--- src/rtl/merge_arbiter_pkg.sv ---
// Shared definitions for the merge arbiter: default packet width and FSM state encoding.
package ddp_pkg;

    localparam int PW_DEF = 38;

    typedef enum logic [1:0] {
        ST_IDLE = 2'd0,
        ST_REQ  = 2'd1,
        ST_ACK  = 2'd2
    } state_t;

endpackage

--- src/rtl/merge_arbiter_if.sv ---
// 4-phase handshake bundle between two requesters, the merge arbiter and the downstream B stage.
interface merge_arbiter_if #(
    parameter int PW = ddp_pkg::PW_DEF
) ();

    logic [PW-1:0] PACKET_IN_A;
    logic          Send_in_a;
    logic          Ack_out_a;
    logic [PW-1:0] PACKET_IN_B;
    logic          Send_in_b;
    logic          Ack_out_b;
    logic [PW-1:0] PACKET_OUT;
    logic          Send_out;
    logic          Ack_in;
    logic          GNT_B;

    // Arbiter side
    modport slave (
        input  PACKET_IN_A, Send_in_a, PACKET_IN_B, Send_in_b, Ack_in,
        output Ack_out_a, Ack_out_b, PACKET_OUT, Send_out, GNT_B
    );

    // Requesters plus downstream stage, as seen from the environment
    modport master (
        output PACKET_IN_A, Send_in_a, PACKET_IN_B, Send_in_b, Ack_in,
        input  Ack_out_a, Ack_out_b, PACKET_OUT, Send_out, GNT_B
    );

endinterface

--- src/rtl/merge_arbiter_rr_pick.sv ---
// Two-way round-robin pick: a lone request wins, a tie goes to the side not granted last.
module rr_pick (
    input  logic req_a_i,
    input  logic req_b_i,
    input  logic last_b_i,
    output logic gnt_b_o
);

    assign gnt_b_o = req_b_i & (~req_a_i | ~last_b_i);

endmodule

--- src/rtl/merge_arbiter.sv ---
// Merges two 4-phase packet streams into one with round-robin arbitration.
// Optional per-requester completion counters are enabled by defining MERGE_STATS_EN.
module merge_arbiter
    import ddp_pkg::*;
#(
    parameter int PW = PW_DEF
`ifdef MERGE_STATS_EN
    , parameter int CW = 16
`endif
) (
    input  logic                  CP,
    input  logic                  MR,
    merge_arbiter_if.slave        bus
`ifdef MERGE_STATS_EN
    , output logic [CW-1:0]       CNT_A
    , output logic [CW-1:0]       CNT_B
`endif
);

    state_t        state_q, state_d;
    logic [PW-1:0] pkt_q, pkt_d;
    logic          send_q, send_d;
    logic          ack_a_q, ack_a_d;
    logic          ack_b_q, ack_b_d;
    logic          gnt_b_q, gnt_b_d;
    logic          last_b_q, last_b_d;
    logic          pick_b;
    logic          win_send;

    rr_pick u_rr_pick (
        .req_a_i  (bus.Send_in_a),
        .req_b_i  (bus.Send_in_b),
        .last_b_i (last_b_q),
        .gnt_b_o  (pick_b)
    );

    assign win_send = gnt_b_q ? bus.Send_in_b : bus.Send_in_a;

    always_ff @(posedge CP or posedge MR) begin
        if (MR) begin
            state_q  <= ST_IDLE;
            pkt_q    <= '0;
            send_q   <= 1'b0;
            ack_a_q  <= 1'b0;
            ack_b_q  <= 1'b0;
            gnt_b_q  <= 1'b0;
            // Last grant starts as B so the first contention goes to A
            last_b_q <= 1'b1;
        end else begin
            state_q  <= state_d;
            pkt_q    <= pkt_d;
            send_q   <= send_d;
            ack_a_q  <= ack_a_d;
            ack_b_q  <= ack_b_d;
            gnt_b_q  <= gnt_b_d;
            last_b_q <= last_b_d;
        end
    end

    always_comb begin
        state_d  = state_q;
        pkt_d    = pkt_q;
        send_d   = send_q;
        ack_a_d  = ack_a_q;
        ack_b_d  = ack_b_q;
        gnt_b_d  = gnt_b_q;
        last_b_d = last_b_q;
        case (state_q)
            ST_IDLE: begin
                send_d  = 1'b0;
                ack_a_d = 1'b0;
                ack_b_d = 1'b0;
                // A stale downstream acknowledge blocks any new grant
                if ((bus.Send_in_a || bus.Send_in_b) && !bus.Ack_in) begin
                    gnt_b_d = pick_b;
                    pkt_d   = pick_b ? bus.PACKET_IN_B : bus.PACKET_IN_A;
                    send_d  = 1'b1;
                    state_d = ST_REQ;
                end
            end
            ST_REQ: begin
                // Winner's request is not consulted here; an early drop still completes
                if (bus.Ack_in) begin
                    send_d  = 1'b0;
                    ack_a_d = ~gnt_b_q;
                    ack_b_d = gnt_b_q;
                    state_d = ST_ACK;
                end
            end
            ST_ACK: begin
                if (!win_send && !bus.Ack_in) begin
                    ack_a_d  = 1'b0;
                    ack_b_d  = 1'b0;
                    last_b_d = gnt_b_q;
                    state_d  = ST_IDLE;
                end
            end
            default: begin
                send_d  = 1'b0;
                ack_a_d = 1'b0;
                ack_b_d = 1'b0;
                state_d = ST_IDLE;
            end
        endcase
    end

    assign bus.PACKET_OUT = pkt_q;
    assign bus.Send_out   = send_q;
    assign bus.Ack_out_a  = ack_a_q;
    assign bus.Ack_out_b  = ack_b_q;
    assign bus.GNT_B      = gnt_b_q;

`ifdef MERGE_STATS_EN
    logic [CW-1:0] cnt_a_q, cnt_a_d;
    logic [CW-1:0] cnt_b_q, cnt_b_d;
    logic          xfer_done;

    assign xfer_done = (state_q == ST_ACK) && (state_d == ST_IDLE);

    always_comb begin
        cnt_a_d = cnt_a_q;
        cnt_b_d = cnt_b_q;
        if (xfer_done) begin
            if (gnt_b_q) cnt_b_d = cnt_b_q + 1'b1;
            else         cnt_a_d = cnt_a_q + 1'b1;
        end
    end

    always_ff @(posedge CP or posedge MR) begin
        if (MR) begin
            cnt_a_q <= '0;
            cnt_b_q <= '0;
        end else begin
            cnt_a_q <= cnt_a_d;
            cnt_b_q <= cnt_b_d;
        end
    end

    assign CNT_A = cnt_a_q;
    assign CNT_B = cnt_b_q;
`endif

endmodule

--- src/flat_wrapper.sv ---
// flat-port wrapper written by rule: the top's interface ports become plain ports
module merge_arbiter_flat import ddp_pkg::*;
#(
    parameter int PW = PW_DEF

)
  (CP, MR, bus_PACKET_IN_A, bus_Send_in_a, bus_PACKET_IN_B, bus_Send_in_b, bus_Ack_in, bus_Ack_out_a, bus_Ack_out_b, bus_PACKET_OUT, bus_Send_out, bus_GNT_B);
  merge_arbiter_if #(.PW(PW)) bus_i ();
  input  logic CP;
  input  logic MR;
  input wire logic [$bits(bus_i.PACKET_IN_A)-1:0] bus_PACKET_IN_A;
  input wire logic [$bits(bus_i.Send_in_a)-1:0] bus_Send_in_a;
  input wire logic [$bits(bus_i.PACKET_IN_B)-1:0] bus_PACKET_IN_B;
  input wire logic [$bits(bus_i.Send_in_b)-1:0] bus_Send_in_b;
  input wire logic [$bits(bus_i.Ack_in)-1:0] bus_Ack_in;
  output wire logic [$bits(bus_i.Ack_out_a)-1:0] bus_Ack_out_a;
  output wire logic [$bits(bus_i.Ack_out_b)-1:0] bus_Ack_out_b;
  output wire logic [$bits(bus_i.PACKET_OUT)-1:0] bus_PACKET_OUT;
  output wire logic [$bits(bus_i.Send_out)-1:0] bus_Send_out;
  output wire logic [$bits(bus_i.GNT_B)-1:0] bus_GNT_B;
  assign bus_i.PACKET_IN_A = bus_PACKET_IN_A;
  assign bus_i.Send_in_a = bus_Send_in_a;
  assign bus_i.PACKET_IN_B = bus_PACKET_IN_B;
  assign bus_i.Send_in_b = bus_Send_in_b;
  assign bus_i.Ack_in = bus_Ack_in;
  assign bus_Ack_out_a = bus_i.Ack_out_a;
  assign bus_Ack_out_b = bus_i.Ack_out_b;
  assign bus_PACKET_OUT = bus_i.PACKET_OUT;
  assign bus_Send_out = bus_i.Send_out;
  assign bus_GNT_B = bus_i.GNT_B;
  merge_arbiter #(.PW(PW)) u_core (.CP(CP), .MR(MR), .bus(bus_i));
endmodule
--- config.mk ---
export PLATFORM = sky130hd
export DESIGN_NAME = merge_arbiter_flat
export DESIGN_NICKNAME = d
export VERILOG_FILES = /design/src/rtl/merge_arbiter_pkg.sv /design/src/rtl/merge_arbiter_if.sv /design/src/rtl/merge_arbiter_rr_pick.sv /design/src/rtl/merge_arbiter.sv /design/src/flat_wrapper.sv
export SDC_FILE = /design/constraint.sdc
export NUM_CORES = 1
export LEC_CHECK = 0
export CAP_MARGIN = 20
export CORE_MARGIN = 3
export CORE_UTILIZATION = 35
export DETAILED_ROUTE_END_ITERATION = 6
export PLACE_DENSITY = 0.85
export SKIP_LAST_GASP = 1
export SYNTH_ARGS = -nofsm -noshare
export SYNTH_HDL_FRONTEND = slang
export SYNTH_SLANG_ARGS = --single-unit
export TNS_END_PERCENT = 50
--- constraint.sdc ---
create_clock -name CP -period 1.4 [get_ports CP]
set_input_delay 0.28 -clock CP [delete_from_list [all_inputs] [get_ports CP]]
set_output_delay 0.28 -clock CP [all_outputs]
set_load 0.01 [all_outputs]
# --- After elaboration in Yosys (flattened, before gate mapping) ---
# Index checks and enable logic that the tools add are counted.
classes:
  n_reduce_logical: 11
  muxes: 14
  n_bitwise: 6
  n_eq_ne: 5
op_table:
  columns: ["operator", "count"]
  rows:
  - ["two-way mux 38 bit", 1]
  - ["AND reduction 2 bit", 4]
  - ["two-way mux 1 bit", 6]
  - ["two-way mux 2 bit", 3]
  - ["case mux 2 bit (3 select lines)", 1]
  - ["inequality test 2 x 1 -> 1 bit, second input constant", 2]
  - ["inverter 1 bit", 4]
  - ["case mux 1 bit (2 select lines)", 2]
  - ["case mux 1 bit (3 select lines)", 1]
  - ["AND reduction 3 bit", 1]
  - ["equality test 2 x 1 -> 1 bit, second input constant", 1]
  - ["equality test 2 bit, second input constant", 1]
  - ["logical AND 1 bit", 2]
  - ["zero test 1 bit", 2]
  - ["zero test 2 bit", 1]
  - ["inequality test 2 bit, second input constant", 1]
  - ["bitwise AND 1 bit", 1]
  - ["logical OR 1 bit", 1]
  - ["OR 1 bit", 1]
totals:
  wordCells: 43
  out_inout_bits: 42
  regBits: 45
  in_bits: 81

# --- Longest topological paths before layout ---
logic_depth:
  word_depth: 5
  depth_mapped: 6
  mapped_depth_nobuf: 3

# --- By module ---
# A second synthesis with hierarchy kept.
unflattened:
  cells_unflattened: 159
  area_unflattened_um2: 2387.3
by_module_without_submodules:
  columns: ["mod", "seq_area_each_um2", "area_per_inst_um2", "cells_each", "n_inst"]
  rows:
  - ["merge_arbiter", 1127.3, 2376.0, 158, 1]
  - ["rr_pick", 0.0, 11.3, 1, 1]

# --- Worst setup path after synthesis ---
# OpenSTA, ideal clock, no wires.
synth_timing:
  path_type: "register to register"
  start: "reg u_core.last_b_q"
  end: "reg u_core.pkt_q[26], in the netlist u_core.bus.PACKET_OUT[26]"
  path_stages_with_launch: 6
  synth_period_minus_slack_ns: 1.380
  path_buffers: 2
  t_arrival_ns: 1.269
  setup_ns: 0.111
  path_slack_ns: 0.020
  t_required_ns: 1.289
  cell_sequence: "dfstp_2 > nand2_1 > and3_1 > buf_4 > buf_6 > a222oi_1"
synth_between:
  elab_chain_cells: 4
synth_lines:
  columns: ["item", "line_no", "text"]
  rows:
  - ["start: declaration", "merge_arbiter.sv:26", "logic last_b_q, last_b_d;"]
  - ["start signal: assignment", "merge_arbiter.sv:56", "last_b_q <= last_b_d;"]
  - ["inverter 1 bit", "merge_arbiter_rr_pick.sv:9", "assign gnt_b_o = req_b_i & (~req_a_i | ~last_b_i);"]
  - ["OR 1 bit", "merge_arbiter_rr_pick.sv:9", null]
  - ["bitwise AND 1 bit", "merge_arbiter_rr_pick.sv:9", null]
  - ["two-way mux 38 bit", "merge_arbiter.sv:76", "pkt_d = pick_b ? bus.PACKET_IN_B : bus.PACKET_IN_A;"]
  - ["end signal: assignment", "merge_arbiter.sv:51", "pkt_q <= pkt_d;"]
  - ["end: declaration", "merge_arbiter.sv:21", "logic [PW-1:0] pkt_q, pkt_d;"]
# No other way between the ends.
# A chain may end at the register's enable or synchronous reset.

# --- Worst setup path in the final report ---
layout_timing:
  start: "reg u_core.pkt_q[35], in the netlist u_core.bus.PACKET_OUT[35]"
  end: "out bus_PACKET_OUT[35]"
layout_lines:
  columns: ["item", "line_no", "text"]
  rows:
  - ["end: declaration", "flat_wrapper.sv:18", "output wire logic [$bits(bus_i.PACKET_OUT)-1:0] bus_PACKET_OUT;"]
# No word-level cell between the ends.

==> results.py <==
metrics = {
    "logic_synthesis": {
        "yosysWarningCount": 0,
        "ys_seq_area_frac": 0.510,
        "synth_area_leaders": "dfrtp_1, inv_1, a222oi_1, buf_6, dfstp_2",
        "synth-seq-cells": 45,
        "syn-cell-area_um2": 2210,
        "synthArstFlopShare": 1.00,
        "syn_nets": 321,
        "yosysUniqueCellTypes": 24,
        "avgSynthCellArea_um2": 9.20,
        "synth_edf_count": 0,
        "syn_inst": 240,
        "synth_top_flop_cell": "dfrtp_1",
        "yosysTopAreaCellShare": 0.499,
        "synth_common_cells": "inv_1, dfrtp_1, a222oi_1",
        "synth_top_cell_by_area": "dfrtp_1",
        "yosys.cell_count.top_type": "inv_1",
    },
    "clocking": {
        "cts_buffers": 5,
        "htree_levels": 2,
        "clkLatencyLatePin_ps": 290,
        "clk_pin_slew_ps": 80,
        "clock_path_buffers": 2,
        "cts_tree": "done",
        "cts-root-buf": "clkbuf_8",
        "cts_sinks": 45,
    },
    "finish": {
        "fin_util": 0.633,
        "nets": 455,
        "drive_above_1_share": 0.0880,
        "fillers": 515,
        "final_cells": 450,
        "synthToLayoutAreaGrowth_pct": 72.7,
        "fin_area_um2": 3810,
        "diodes": 0,
    },
    "detailed_routing": {
        "vias_per_cell": 4.97,
        "totalWireLength_um": 6920,
        "wl_per_cell_um": 15.4,
        "drc": 0,
        "vias": 2238,
        "detail-route-antenna-nets": 0,
        "drt_first_iter_violations": 213,
        "drt-pass1-iter-count": 7,
    },
    "grt": {
        "groute.usage.overall": 0.186,
        "met1_usage": 0.238,
        "antenna_found_initial": 0,
        "grt_pass1_vias": 2392,
        "gr-total-overflow": 0,
        "met3_usage": 0.0563,
        "grt_max_degree": 46,
        "grt_pass1_wl_um": 11100,
        "busiest_layer": "met2",
        "grtUsageMet2": 0.315,
    },
    "critical_path": {
        "crit_required_ps": 1120,
        "ff2ff_path_depth": 5,
        "path_delay_family": "buffers and inverters",
        "crit_fanout": 2,
        "slowest_stage": "clkdlybuf4s50_1",
        "cpPeakStageDelay_ps": 540,
        "r2r_slack_ps": -30,
        "cp-end-kind": "primary output",
        "path_cells": "clkdlybuf4s50_1",
        "startpoint_type": "register",
        "worstPathArrival_ps": 1190,
        "rr_startpoint": "u_core.state_q[1]$_DFFE_PP0P_",
        "cp_num_buf_inv": 1,
        "r2r-end": "u_core.bus.PACKET_OUT[6]$_DFFE_PP0P_",
        "crit_type": "reg2out",
    },
    "floorplan": {
        "die_w_um": 85.4,
        "start_util": 0.366,
        "die_area_um2": 7300,
        "placementRows": 28,
        "core_um2": 6030,
        "dieHeight_um": 85.4,
        "boundaryPins": 123,
    },
    "place": {
        "hpwl_um": 4590,
        "post-place-cells": 435,
        "place_congestion": 0.766,
        "io_buffers": 122,
        "place_area_um2": 3560,
    },
    "sta": {
        "skew_ps": 4.52,
        "fin_crit_ps": 1470,
        "tns_ps": -830,
        "fmax_ghz": 0.681,
        "max_slew_margin": 0.791,
        "worst_slew_pin_slew_ps": 313,
        "setup_viol": 17,
        "report.final.slew_viol_count": 0,
        "hold_viol": 0,
        "rsz0062_at_grt": "yes",
        "timing.final.ws_setup_ps": -67.9,
        "period_share": 1.05,
    },
    "hold_path": {
        "hold_class": "in2async",
    },
    "power": {
        "powerDensity_nw_per_um2": 1630,
        "peakVddDrop_uv": 756,
        "total_leakage_power_nw": 2.14,
        "totalPowerFinal_mw": 6.23,
    },
    "status": {
        "violations": "setup timing",
        "status": "finished, violations left",
    },
    "run": {
        "cap_viol_max_count": 0,
    },
}
-- through the flow --
stage / setup WS (ps) / hold slack (ps)
final: -67.9 / 350
after global routing: -127 / 368
after CTS: -88.6 / 355
after detailed placement: -373 / 486
after global placement: -291 / 471
after floorplan: 20.3 / 424
-- flip-flops by register name, indices dropped and copies added, names as in the netlist --
signal                 count
u_core.bus.Ack_out_a       1
u_core.bus.Ack_out_b       1
u_core.bus.GNT_B           1
u_core.bus.PACKET_OUT     38
u_core.bus.Send_out        1
u_core.last_b_q            1
u_core.state_q             2
-- routing by layer --
| metal | share of wire | up-vias |
|---|---|---|
| li1 | - | 1043 |
| met1 | 0.39 | 1072 |
| met2 | 0.50 | 119 |
| met3 | 0.11 | 4 |
| met4 | 0.0030 | 0 |
| met5 | 0 | - |
-- repair_timing --
action	CTS	global route
gates cloned	2	2
buffers inserted	1	2
pin swaps	0	4
setup endpoints to repair	80	64
hold buffers	0	0
resized for setup	22	23
-- cells in the final DEF (no fill, tap or decap), drive strengths merged, types with 2 or more instances in the layout --
| cell type | n |
|---|---|
| inv | 117 |
| clkdlybuf4s50 | 90 |
| dfrtp | 44 |
| a222oi | 38 |
| dlygate4sd2 | 18 |
| dlymetal6s2s | 14 |
| buf | 14 |
| clkbuf | 8 |
| and3 | 5 |
| o21ai | 4 |
| nand2 | 3 |
| nor2b | 3 |
| o22ai | 3 |
| nand2b | 3 |
| a21oi | 2 |
-- worst max-delay path by stage --
stage / startpoint / cells past startpoint / to
2_1_floorplan: u_core.last_b_q$_DFFE_PP1P_ / 5 / u_core.bus.PACKET_OUT[26]$_DFFE_PP0P_
3_3_place_gp: bus_Ack_in / 4 / u_core.bus.PACKET_OUT[29]$_DFFE_PP0P_
3_5_place_dp: bus_Send_in_b / 4 / u_core.bus.PACKET_OUT[1]$_DFFE_PP0P_
4_1_cts: u_core.bus.PACKET_OUT[23]$_DFFE_PP0P_ / 1 / bus_PACKET_OUT[23]
5_1_grt: u_core.state_q[1]$_DFFE_PP0P_ / 5 / u_core.bus.PACKET_OUT[1]$_DFFE_PP0P_
6_report: u_core.bus.PACKET_OUT[35]$_DFFE_PP0P_ / 1 / bus_PACKET_OUT[35]
-- cell type report --
cell class	instances	area [µm²]	area share
clock inverter	1	30.0	0.00787
inverter	117	439	0.115
tap	75	93.8	0.0246
timing repair buffer	137	1420	0.373
multi-input combinational	68	616	0.161
sequential	45	1130	0.296
clock buffer	7	86.3	0.0226
-- cells by family after synthesis --
logic type      share of synthesized area
buf+inv                             0.240
compound gates                      0.209
flops                               0.510
simple gates                       0.0363
mux                               0.00453
-- power breakdown --
group	leakage (nW)	switching [mW]	internal, mW
Sequential	0.501	0.352	1.91
Clock	0.0585	0.420	0.582
Combinational	1.58	1.32	1.65
Total	2.14	2.09	4.15
(Power assumes the default switching activity.)
